===== config.mk =====
export PLATFORM = sky130hd
export DESIGN_NAME = mul_arbiter_5b
export DESIGN_NICKNAME = d
export VERILOG_FILES = /design/src/rtl/mul_arb_pkg.sv /design/src/rtl/mul_core_5x5.sv /design/src/rtl/mul_arbiter_5b.sv
export SDC_FILE = /design/constraint.sdc
export NUM_CORES = 1
export LEC_CHECK = 0
export CAP_MARGIN = 40
export CORE_UTILIZATION = 48
export CTS_BUF_LIST = sky130_fd_sc_hd__clkbuf_16
export CTS_CLUSTER_DIAMETER = 200
export CTS_CLUSTER_SIZE = 20
export DETAILED_ROUTE_END_ITERATION = 7
export PLACE_DENSITY = 0.82
export SYNTH_ARGS = -nofsm -noshare
export SYNTH_HDL_FRONTEND = slang
export SYNTH_SLANG_ARGS = --single-unit

===== constraint.sdc =====
create_clock -name clk -period 10.7 [get_ports clk]
set_clock_uncertainty 0.05 [all_clocks]
set_input_delay 2.675 -clock clk [delete_from_list [all_inputs] [get_ports clk]]
set_output_delay 2.675 -clock clk [all_outputs]
set_load 0.03 [all_outputs]

===== src/rtl/mul_arb_pkg.sv =====
// -----------------------------------------------------------------------------
// mul_arb_pkg
// Shared constants, FSM state type and the round-robin winner search used by
// the mul_arbiter_5b block and its multiplier core.
//   MUL_W   : operand width of the multiplier core (5)
//   PROD_W  : product width of the multiplier core (10)
//   MAX_REQ : largest supported requester count (8)
// -----------------------------------------------------------------------------
package mul_arb_pkg;

  localparam int MUL_W   = 5;
  localparam int PROD_W  = 10;
  localparam int MAX_REQ = 8;

  typedef enum logic {
    IDLE = 1'b0,
    RSP  = 1'b1
  } state_e;

  // Returns the first set bit of valid searching from ptr+1 upward, wrapping
  // modulo n. Returns ptr unchanged when no bit is set; callers only use the
  // result when at least one requester is valid.
  function automatic logic [2:0] rr_next(input logic [MAX_REQ-1:0] valid,
                                         input logic [2:0]         ptr,
                                         input int                 n);
    logic [2:0] win;
    logic       found;
    int         idx;
    win   = ptr;
    found = 1'b0;
    for (int i = 1; i <= MAX_REQ; i++) begin
      idx = (int'(ptr) + i) % n;
      if ((i <= n) && !found && valid[idx]) begin
        win   = idx[2:0];
        found = 1'b1;
      end
    end
    return win;
  endfunction

endpackage


===== src/rtl/mul_core_5x5.sv =====
// -----------------------------------------------------------------------------
// mul_core_5x5
// Registered 5x5 unsigned multiplier. The product register loads a*b on the
// rising clock edge when en is high and otherwise holds its value.
//   clk : clock, rising edge
//   rst : asynchronous active-high reset, clears p to 0
//   en  : load enable
//   a,b : 5-bit unsigned operands
//   p   : 10-bit registered product
// -----------------------------------------------------------------------------
module mul_core_5x5
  import mul_arb_pkg::*;
(
  input  logic              clk,
  input  logic              rst,
  input  logic              en,
  input  logic [MUL_W-1:0]  a,
  input  logic [MUL_W-1:0]  b,
  output logic [PROD_W-1:0] p
);

  logic [PROD_W-1:0] p_d;
  logic [PROD_W-1:0] p_q;

  always_comb begin
    p_d = p_q;
    if (en) begin
      p_d = {{(PROD_W-MUL_W){1'b0}}, a} * {{(PROD_W-MUL_W){1'b0}}, b};
    end
  end

  always_ff @(posedge clk or posedge rst) begin
    if (rst) begin
      p_q <= '0;
    end else begin
      p_q <= p_d;
    end
  end

  assign p = p_q;

endmodule


===== src/rtl/mul_arbiter_5b.sv =====
// -----------------------------------------------------------------------------
// mul_arbiter_5b
// Round-robin arbiter/sequencer sharing one registered 5x5 multiplier between
// N_REQ requesters. One requester is granted per cycle; its product returns on
// a single valid/ready response channel tagged with the requester index.
//
// Optional feature macro: MUL_ARB_STATS_EN adds the stat_ops output, a
// saturating 16-bit count of completed responses.
//
// Ports:
//   clk, rst   : clock (rising edge), asynchronous active-high reset
//   req_valid  : per-requester operand valid
//   req_ready  : per-requester accept (one-hot or zero)
//   req_a/b    : packed operands, requester i at [i*WIDTH +: WIDTH]
//   rsp_valid  : product available
//   rsp_ready  : consumer accepts product
//   rsp_p      : 2*WIDTH-bit product
//   rsp_id     : index of the requester owning rsp_p
//   stat_ops   : completed-response count (MUL_ARB_STATS_EN only)
// -----------------------------------------------------------------------------
module mul_arbiter_5b
  import mul_arb_pkg::*;
#(
  parameter int N_REQ = 4,
  parameter int WIDTH = 5,
  localparam int ID_W = $clog2(N_REQ)
)(
  input  logic                   clk,
  input  logic                   rst,
  input  logic [N_REQ-1:0]       req_valid,
  output logic [N_REQ-1:0]       req_ready,
  input  logic [N_REQ*WIDTH-1:0] req_a,
  input  logic [N_REQ*WIDTH-1:0] req_b,
  output logic                   rsp_valid,
  input  logic                   rsp_ready,
  output logic [2*WIDTH-1:0]     rsp_p,
  output logic [ID_W-1:0]        rsp_id
`ifdef MUL_ARB_STATS_EN
  ,
  output logic [15:0]            stat_ops
`endif
);

  if (WIDTH != MUL_W) begin : g_width_check
    $error("mul_arbiter_5b: WIDTH must equal the core width of 5");
  end
  if ((N_REQ < 2) || (N_REQ > MAX_REQ)) begin : g_nreq_check
    $error("mul_arbiter_5b: N_REQ must be in 2..8");
  end

  state_e          state_d, state_q;
  logic [ID_W-1:0] rr_ptr_d, rr_ptr_q;
  logic [ID_W-1:0] rsp_id_d, rsp_id_q;

  logic               can_issue;
  logic               any_valid;
  logic               grant;
  logic [MAX_REQ-1:0] valid_ext;
  logic [2:0]         ptr_ext;
  logic [2:0]         win_ext;
  logic [ID_W-1:0]    win;
  logic [MUL_W-1:0]   core_a;
  logic [MUL_W-1:0]   core_b;
  logic [PROD_W-1:0]  core_p;

  // Winner search runs on a fixed 8-wide view so one package function
  // serves every legal N_REQ.
  always_comb begin
    valid_ext              = '0;
    valid_ext[N_REQ-1:0]   = req_valid;
    ptr_ext                = '0;
    ptr_ext[ID_W-1:0]      = rr_ptr_q;
    win_ext                = rr_next(valid_ext, ptr_ext, N_REQ);
    win                    = win_ext[ID_W-1:0];
  end

  // A slot is free when idle, or when the pending response retires this cycle.
  // Reset is folded in so req_ready stays low while rst is held.
  assign can_issue = (state_q == IDLE) || rsp_ready;
  assign any_valid = |req_valid;
  assign grant     = can_issue && any_valid && !rst;

  always_comb begin
    req_ready = '0;
    for (int i = 0; i < N_REQ; i++) begin
      if (grant && (win == ID_W'(i))) begin
        req_ready[i] = 1'b1;
      end
    end
  end

  assign core_a = req_a[win*WIDTH +: WIDTH];
  assign core_b = req_b[win*WIDTH +: WIDTH];

  always_comb begin
    state_d  = state_q;
    rr_ptr_d = rr_ptr_q;
    rsp_id_d = rsp_id_q;
    if (can_issue) begin
      state_d = any_valid ? RSP : IDLE;
    end
    if (grant) begin
      rr_ptr_d = win;
      rsp_id_d = win;
    end
  end

  always_ff @(posedge clk or posedge rst) begin
    if (rst) begin
      state_q  <= IDLE;
      rr_ptr_q <= ID_W'(N_REQ-1);
      rsp_id_q <= '0;
    end else begin
      state_q  <= state_d;
      rr_ptr_q <= rr_ptr_d;
      rsp_id_q <= rsp_id_d;
    end
  end

  mul_core_5x5 u_core (
    .clk (clk),
    .rst (rst),
    .en  (grant),
    .a   (core_a),
    .b   (core_b),
    .p   (core_p)
  );

  assign rsp_valid = (state_q == RSP);
  assign rsp_p     = core_p;
  assign rsp_id    = rsp_id_q;

`ifdef MUL_ARB_STATS_EN
  logic [15:0] stat_ops_d, stat_ops_q;

  always_comb begin
    stat_ops_d = stat_ops_q;
    if (rsp_valid && rsp_ready && (stat_ops_q != 16'hFFFF)) begin
      stat_ops_d = stat_ops_q + 16'd1;
    end
  end

  always_ff @(posedge clk or posedge rst) begin
    if (rst) begin
      stat_ops_q <= '0;
    end else begin
      stat_ops_q <= stat_ops_d;
    end
  end

  assign stat_ops = stat_ops_q;
`endif

endmodule


# After elaboration in Yosys (flattened, before gate mapping)
# Index checks and enable logic that the tools add are counted.
totals:
  reg_bits: 15
  input_bits: 47
op_classes:
  add_sub_neg: 4
  mul: 2
  magnitude_cmp: 4
  n_eq_ne: 3
  shift: 2
  muxes: 24
  bitwise_logic: 5
  reduce_logical: 20
ops:
  columns: ["cell", "count"]
  rows:
  - ["$shiftx 20x6->5", 2]
  - ["$lt 3x5->1 const B", 4]
  - ["$mux 1", 16]
  - ["$bmux 1 s3", 4]
  - ["$mul 5x5->10", 1]
  - ["$logic_and 1x1->1", 9]
  - ["$mux 2", 4]
  - ["$reduce_or 2->1", 4]
  - ["$mul 2x3->5 const B", 1]
  - ["$add 2x1->2 const B", 2]
  - ["$add 2x2->2 const B", 2]
  - ["$and 1x1->1 const A", 4]
  - ["$eq 2x2->1 const B", 2]
  - ["$logic_not 1->1", 4]
  - ["$reduce_or 4->1", 1]
  - ["$eq 2x1->1 const B", 1]
  - ["$logic_not 2->1", 1]
  - ["$logic_or 1x1->1", 1]
  - ["$not 1->1", 1]

# Depth between registers and ports, before layout
logic_depth:
  depth_word: 19
  ltp_mapped: 19
  depth_no_buf: 18

# Cells and area by module
# From an unflattened synthesis, not the netlist that was laid out.
unflattened:
  cells_unflattened: 192
  area_unflattened_um2: 1818.0
by_module_without_submodules:
  columns: ["mod", "n_inst", "cells_each", "area_each_um2", "seq_area_each_um2"]
  rows:
  - ["mul_core_5x5", 1, 124, 1169.9, 250.2]
  - ["mul_arbiter_5b", 1, 68, 648.1, 127.6]

# Worst setup path after synthesis
# Ideal clock, no wire load.
synth_timing:
  path_kind: "input -> register"
  startpoint: "in req_valid[3]"
  endpoint: "reg u_core.p_q[9], in the netlist u_core.p[9]"
  setup_time_ns: 0.070
  t_arrival_ns: 6.940
  required_time_ns: 10.580
  path_slack_ns: 3.640
  cell_stages: 15
  cell_sequence: "nand2b_1 o21ai_2 a221oi_4 mux4_1 nand2_1 fa_1 fa_1 fa_1 inv_1 ha_1 a21oi_1 o21ai_0 a31oi_1 or4b_2 nand3_1"
synth_between:
  elab_chain_len: 16
  word_cells_on_any_way: 32
  classes_between: "mul (2); shift (2); mux (19); reduce/logical (9)"
synth_rtl:
  columns: ["item", "line", "rtl"]
  rows:
  - ["start, declared", "mul_arbiter_5b.sv:30", "input logic [N_REQ-1:0] req_valid,"]
  - ["$bmux 1 s3", "mul_arb_pkg.sv:33", "if ((i <= n) && !found && valid[idx]) begin"]
  - ["$mux 1 (implied by the code) (2 in a row)", "mul_arb_pkg.sv:33", null]
  - ["$mux 1", "mul_arb_pkg.sv:33", null]
  - ["$logic_not 1->1", "mul_arb_pkg.sv:33", null]
  - ["$logic_and 1x1->1", "mul_arb_pkg.sv:33", null]
  - ["$mux 1", "mul_arb_pkg.sv:33", null]
  - ["$logic_not 1->1", "mul_arb_pkg.sv:33", null]
  - ["$logic_and 1x1->1", "mul_arb_pkg.sv:33", null]
  - ["$mux 1", "mul_arb_pkg.sv:33", null]
  - ["$logic_not 1->1", "mul_arb_pkg.sv:33", null]
  - ["$logic_and 1x1->1", "mul_arb_pkg.sv:33", null]
  - ["$mux 2", "mul_arb_pkg.sv:33", null]
  - ["$mul 2x3->5", "mul_arbiter_5b.sv:92, mul_arbiter_5b.sv:93", null]
  - ["$shiftx 20x6->5 (on tied branches)", "mul_arbiter_5b.sv:92, mul_arbiter_5b.sv:93", null]
  - ["$mul 5x5->10", "mul_core_5x5.sv:28", "p_d = {{(PROD_W-MUL_W){1'b0}}, a} * {{(PROD_W-MUL_W){1'b0}}, b};"]
  - ["end signal, assigned", "mul_core_5x5.sv:36", "p_q <= p_d;"]
  - ["end, declared", "mul_core_5x5.sv:23", "logic [PROD_W-1:0] p_q;"]
# Several ways; a longest one is shown, not always the timed one. The select of a mux whose other input is x is not followed.
# A chain may end at the register's enable or synchronous reset.

# Worst setup path in the final report
layout_timing:
  startpoint: "in req_valid[0]"
  endpoint: "out req_ready[2]"
layout_between:
  elab_chain_len: 16
  word_cells_on_any_way: 31
  classes_between: "eq/ne (1); mux (20); reduce/logical (10)"
layout_rtl:
  columns: ["item", "line", "rtl"]
  rows:
  - ["$bmux 1 s3", "mul_arb_pkg.sv:33", null]
  - ["$mux 1 (implied by the code) (2 in a row)", "mul_arb_pkg.sv:33", null]
  - ["$mux 1", "mul_arb_pkg.sv:33", null]
  - ["$logic_not 1->1", "mul_arb_pkg.sv:33", null]
  - ["$logic_and 1x1->1", "mul_arb_pkg.sv:33", null]
  - ["$mux 1", "mul_arb_pkg.sv:33", null]
  - ["$logic_not 1->1", "mul_arb_pkg.sv:33", null]
  - ["$logic_and 1x1->1", "mul_arb_pkg.sv:33", null]
  - ["$mux 1", "mul_arb_pkg.sv:33", null]
  - ["$logic_not 1->1", "mul_arb_pkg.sv:33", null]
  - ["$logic_and 1x1->1", "mul_arb_pkg.sv:33", null]
  - ["$mux 2", "mul_arb_pkg.sv:33", null]
  - ["$eq 2x2->1", "mul_arbiter_5b.sv:86", "if (grant && (win == ID_W'(i))) begin"]
  - ["$logic_and 1x1->1 *", "mul_arbiter_5b.sv:86", null]
  - ["$mux 1 *", "mul_arbiter_5b.sv:86", null]
  - ["end, declared", "mul_arbiter_5b.sv:31", "output logic [N_REQ-1:0] req_ready,"]
# Mark *: on every way between the ends. The rest lies on a longest branch, timed or not. The select of a mux whose other input is x is not followed.

==> results_dict.tcl <==
set metrics [dict create \
    grt_pass1_wl_um 6150 \
    grt_pass1_vias 1468 \
    drive_above_1_share_pct 5.96 \
    setup_viol 0 \
    slowest_stage "or3_1" \
    irDropWorstVdd_mv 0.124 \
    slew_viol_final 0 \
    finalHoldViolations 0 \
    port_buffers 63 \
    synth_warnings 0 \
    start_util_pct 50.6 \
    netlist_instances 170 \
    htreeDepth 1 \
    die_h_um 61.8 \
    slowest_delay_ns 0.63 \
    stdcell_count 281 \
    fin_crit_sh_pct 74.5 \
    ys_seq_elements 15 \
    fin_crit_ns 7.97 \
    antennaDiodeCount 0 \
    max_cap_violations 0 \
    cp.required_ns 7.98 \
    fmax_mhz 125 \
    nFillCells 259 \
    drt_iter0_drc 38 \
    rsz0062_at_grt "no" \
    drtPass1Iterations 4 \
    grt_antenna_before_repair 0 \
    postSynthNetCount 244 \
    end_kind "output pin" \
    cts_sinks 15 \
    p_per_area_nw_per_um2 286 \
    path_max_fanout 23 \
    wl_per_cell_um 13.6 \
    cts.hold.buffers_added 0 \
    grt_start_max_net_pins 24 \
    ys_seq_area_share_pct 22.0 \
    netlist_area_um2 1720 \
    clk_pin_slew_worst_paths_ns 0.05 \
    root_buffer "clkbuf_16" \
    hold_path_class "reg -> reg" \
    coreArea_um2 3390 \
    cp-start-kind "input port" \
    dpl.hpwl_um 3290 \
    status "completed" \
    cts_made_buffers 3 \
    nets 310 \
    num_vias 1478 \
    path_cells "clkdlybuf4s50_1 -> nor4_1 -> or3_1 -> nor2_1 -> and2_1 -> clkdlybuf4s50_1" \
    cts_setup_buffers 0 \
    arrival_ns 5.25 \
    slew-limit-headroom_pct 37.4 \
    syn_to_final_growth_pct 44.0 \
    syn_avg_cell_area_um2 10.1 \
    ys_types 38 \
    wl_um 3820 \
    num_io_pins 64 \
    cts_tree "yes" \
    insertion_delay_ns 0.24 \
    path_class "in -> out" \
    critical_path.most_common_cell "clkdlybuf4s50_1" \
    ant_nets 0 \
    dp_cells 277 \
    die_w_um 61.8 \
    drt-vias-per-instance 5.26 \
    tightestPinTransition_ns 0.940 \
    cts_buffer_depth 2 \
    drc 0 \
    overflow 0 \
    cts_resized 0 \
    die-area_um2 3820 \
    finalWeightedCongestion 0.846 \
    track_usage_pct 22.1 \
    power.static_leakage_nw 1.13 \
    std_cell_rows 21 \
    tns_ns 0 \
]
## state kept, by name (all words and copies together), names as in the netlist
name,count
rsp_valid,1
rsp_id,2
rr_ptr_q,2
u_core.p,10
## per-stage QoR
step	cell area, µm²	setup WS, ns	hold slack (ns)	total power, mW	util (%)
6_report	2470	2.73	0.421	0.706	72.9
4_1_cts	2470	2.71	0.427	0.717	72.9
3_3_place_gp	2380	2.65	0.409	0.620	70.4
5_1_grt	2470	2.44	0.447	0.788	72.9
2_1_floorplan	1720	3.64	0.458	0.495	-
3_5_place_dp	2390	2.52	0.416	0.638	70.5
## synth_stat cells, drive strengths merged
| cell type | n | area share [%] |
|---|---|---|
| a211oi | 1 | 0.44 |
| a21o | 4 | 1.8 |
| a21oi | 7 | 2.0 |
| a221oi | 1 | 1.5 |
| a31o | 1 | 0.51 |
| a31oi | 1 | 0.36 |
| and2 | 18 | 6.6 |
| and3 | 2 | 0.73 |
| buf | 3 | 1.3 |
| clkbuf | 1 | 0.22 |
| dfrtp | 13 | 19 |
| dfstp | 2 | 3.1 |
| fa | 9 | 11 |
| ha | 18 | 13 |
| inv | 16 | 3.5 |
| mux2i | 6 | 5.0 |
| mux4 | 8 | 12 |
| nand2 | 21 | 4.6 |
| nand2b | 4 | 1.5 |
| nand3 | 1 | 0.29 |
| nand4b | 1 | 0.51 |
| nor2 | 6 | 1.3 |
| nor2b | 2 | 0.73 |
| nor3 | 3 | 0.88 |
| nor3b | 1 | 0.44 |
| nor4 | 1 | 0.36 |
| nor4b | 1 | 0.51 |
| o21a | 2 | 0.88 |
| o21ai | 9 | 2.8 |
| o31ai | 2 | 0.88 |
| or3 | 1 | 0.36 |
| or4b | 1 | 0.58 |
| xnor2 | 1 | 0.51 |
| xor2 | 2 | 1.0 |
## cells by family (layout without fill, tap and decap cells)
group	after synthesis	after routing	share of synthesized area, %
mux	14	14	17.2
compound gates	28	28	11.2
buf+inv	20	85	5.03
simple gates	63	63	19.3
flops	15	15	22.0
fa+ha+maj	27	27	23.6
xor+xnor	3	3	1.53
## layer usage
layer | global-route usage [%] | vias up | part of all wire [%]
met2 | 41.9 | 49 | 55
met3 | 5.38 | 4 | 5.1
li1 | - | 730 | -
met1 | 25.7 | 695 | 39
met5 | 0 | - | 0
met4 | 3.17 | 0 | 0.79
## critical path: cells and delay by family
family                 cells  cell delay (ns)
and+or+nand+nor            4             1.51
buffers and inverters      2             1.06
## cell usage in the layout, fill, tap and decap left out
cell,netlist,final
clkdlybuf4s50_1,0,63
nand2_1,21,21
and2_1,18,18
ha_1,18,18
inv_1,16,16
dfrtp_1,13,13
fa_1,9,9
o21ai_0,8,8
mux4_1,8,8
a21oi_1,7,7
nor2_1,6,6
nand2b_1,4,4
mux2i_1,4,4
a21o_1,4,4
nor3_1,3,3
clkbuf_16,0,3
nor2b_1,2,2
mux2i_4,2,2
and3_1,2,2
xor2_1,2,2
o31ai_1,2,2
o21a_1,2,2
dfstp_2,2,2
nor4_1,1,1
o21ai_2,1,1
a221oi_4,1,1
or3_1,1,1
a31o_2,1,1
a31oi_1,1,1
or4b_2,1,1
nand4b_1,1,1
nor3b_1,1,1
nor4b_1,1,1
a211oi_1,1,1
nand3_1,1,1
xnor2_1,1,1
clkinv_2,0,1
buf_2,0,1
buf_4,1,1
## cell type report
cell class	count	area, µm²	share of cell area (%)
Tap cell	46	57.6	2.33
Sequential cell	15	378	15.3
Multi-Input combinational cell	135	1250	50.7
Timing Repair Buffer	65	643	26.0
Inverter	16	60.1	2.43
Clock inverter	1	5.00	0.203
Clock buffer	3	75.1	3.04
## power by group
part	internal, mW	leakage [nW]	switching (mW)
Clock	0.0499	0.0409	0.0224
Sequential	0.0803	0.180	0.0134
Combinational	0.252	0.913	0.288
Total	0.382	1.13	0.324
## worst paths after layout
path                                         startpoint                 endpoint  slack (ns)  cells past startpoint
worst max-delay path                       req_valid[0]             req_ready[2]        2.73                      6
worst min-delay path            u_core.p[6]$_DFFE_PP0P_  u_core.p[6]$_DFFE_PP0P_        0.42                      2
worst max register to register  rr_ptr_q[0]$_DFFE_PP1P_  u_core.p[9]$_DFFE_PP0P_        5.07                     15
worst min register to register  u_core.p[6]$_DFFE_PP0P_  u_core.p[6]$_DFFE_PP0P_        0.42                      2
max in group asynchronous                           rst  u_core.p[3]$_DFFE_PP0P_        7.43                      2
min in group asynchronous                           rst    rsp_valid$_DFFE_PP0N_        2.80                      2
Power figures use the tool's default switching activity.
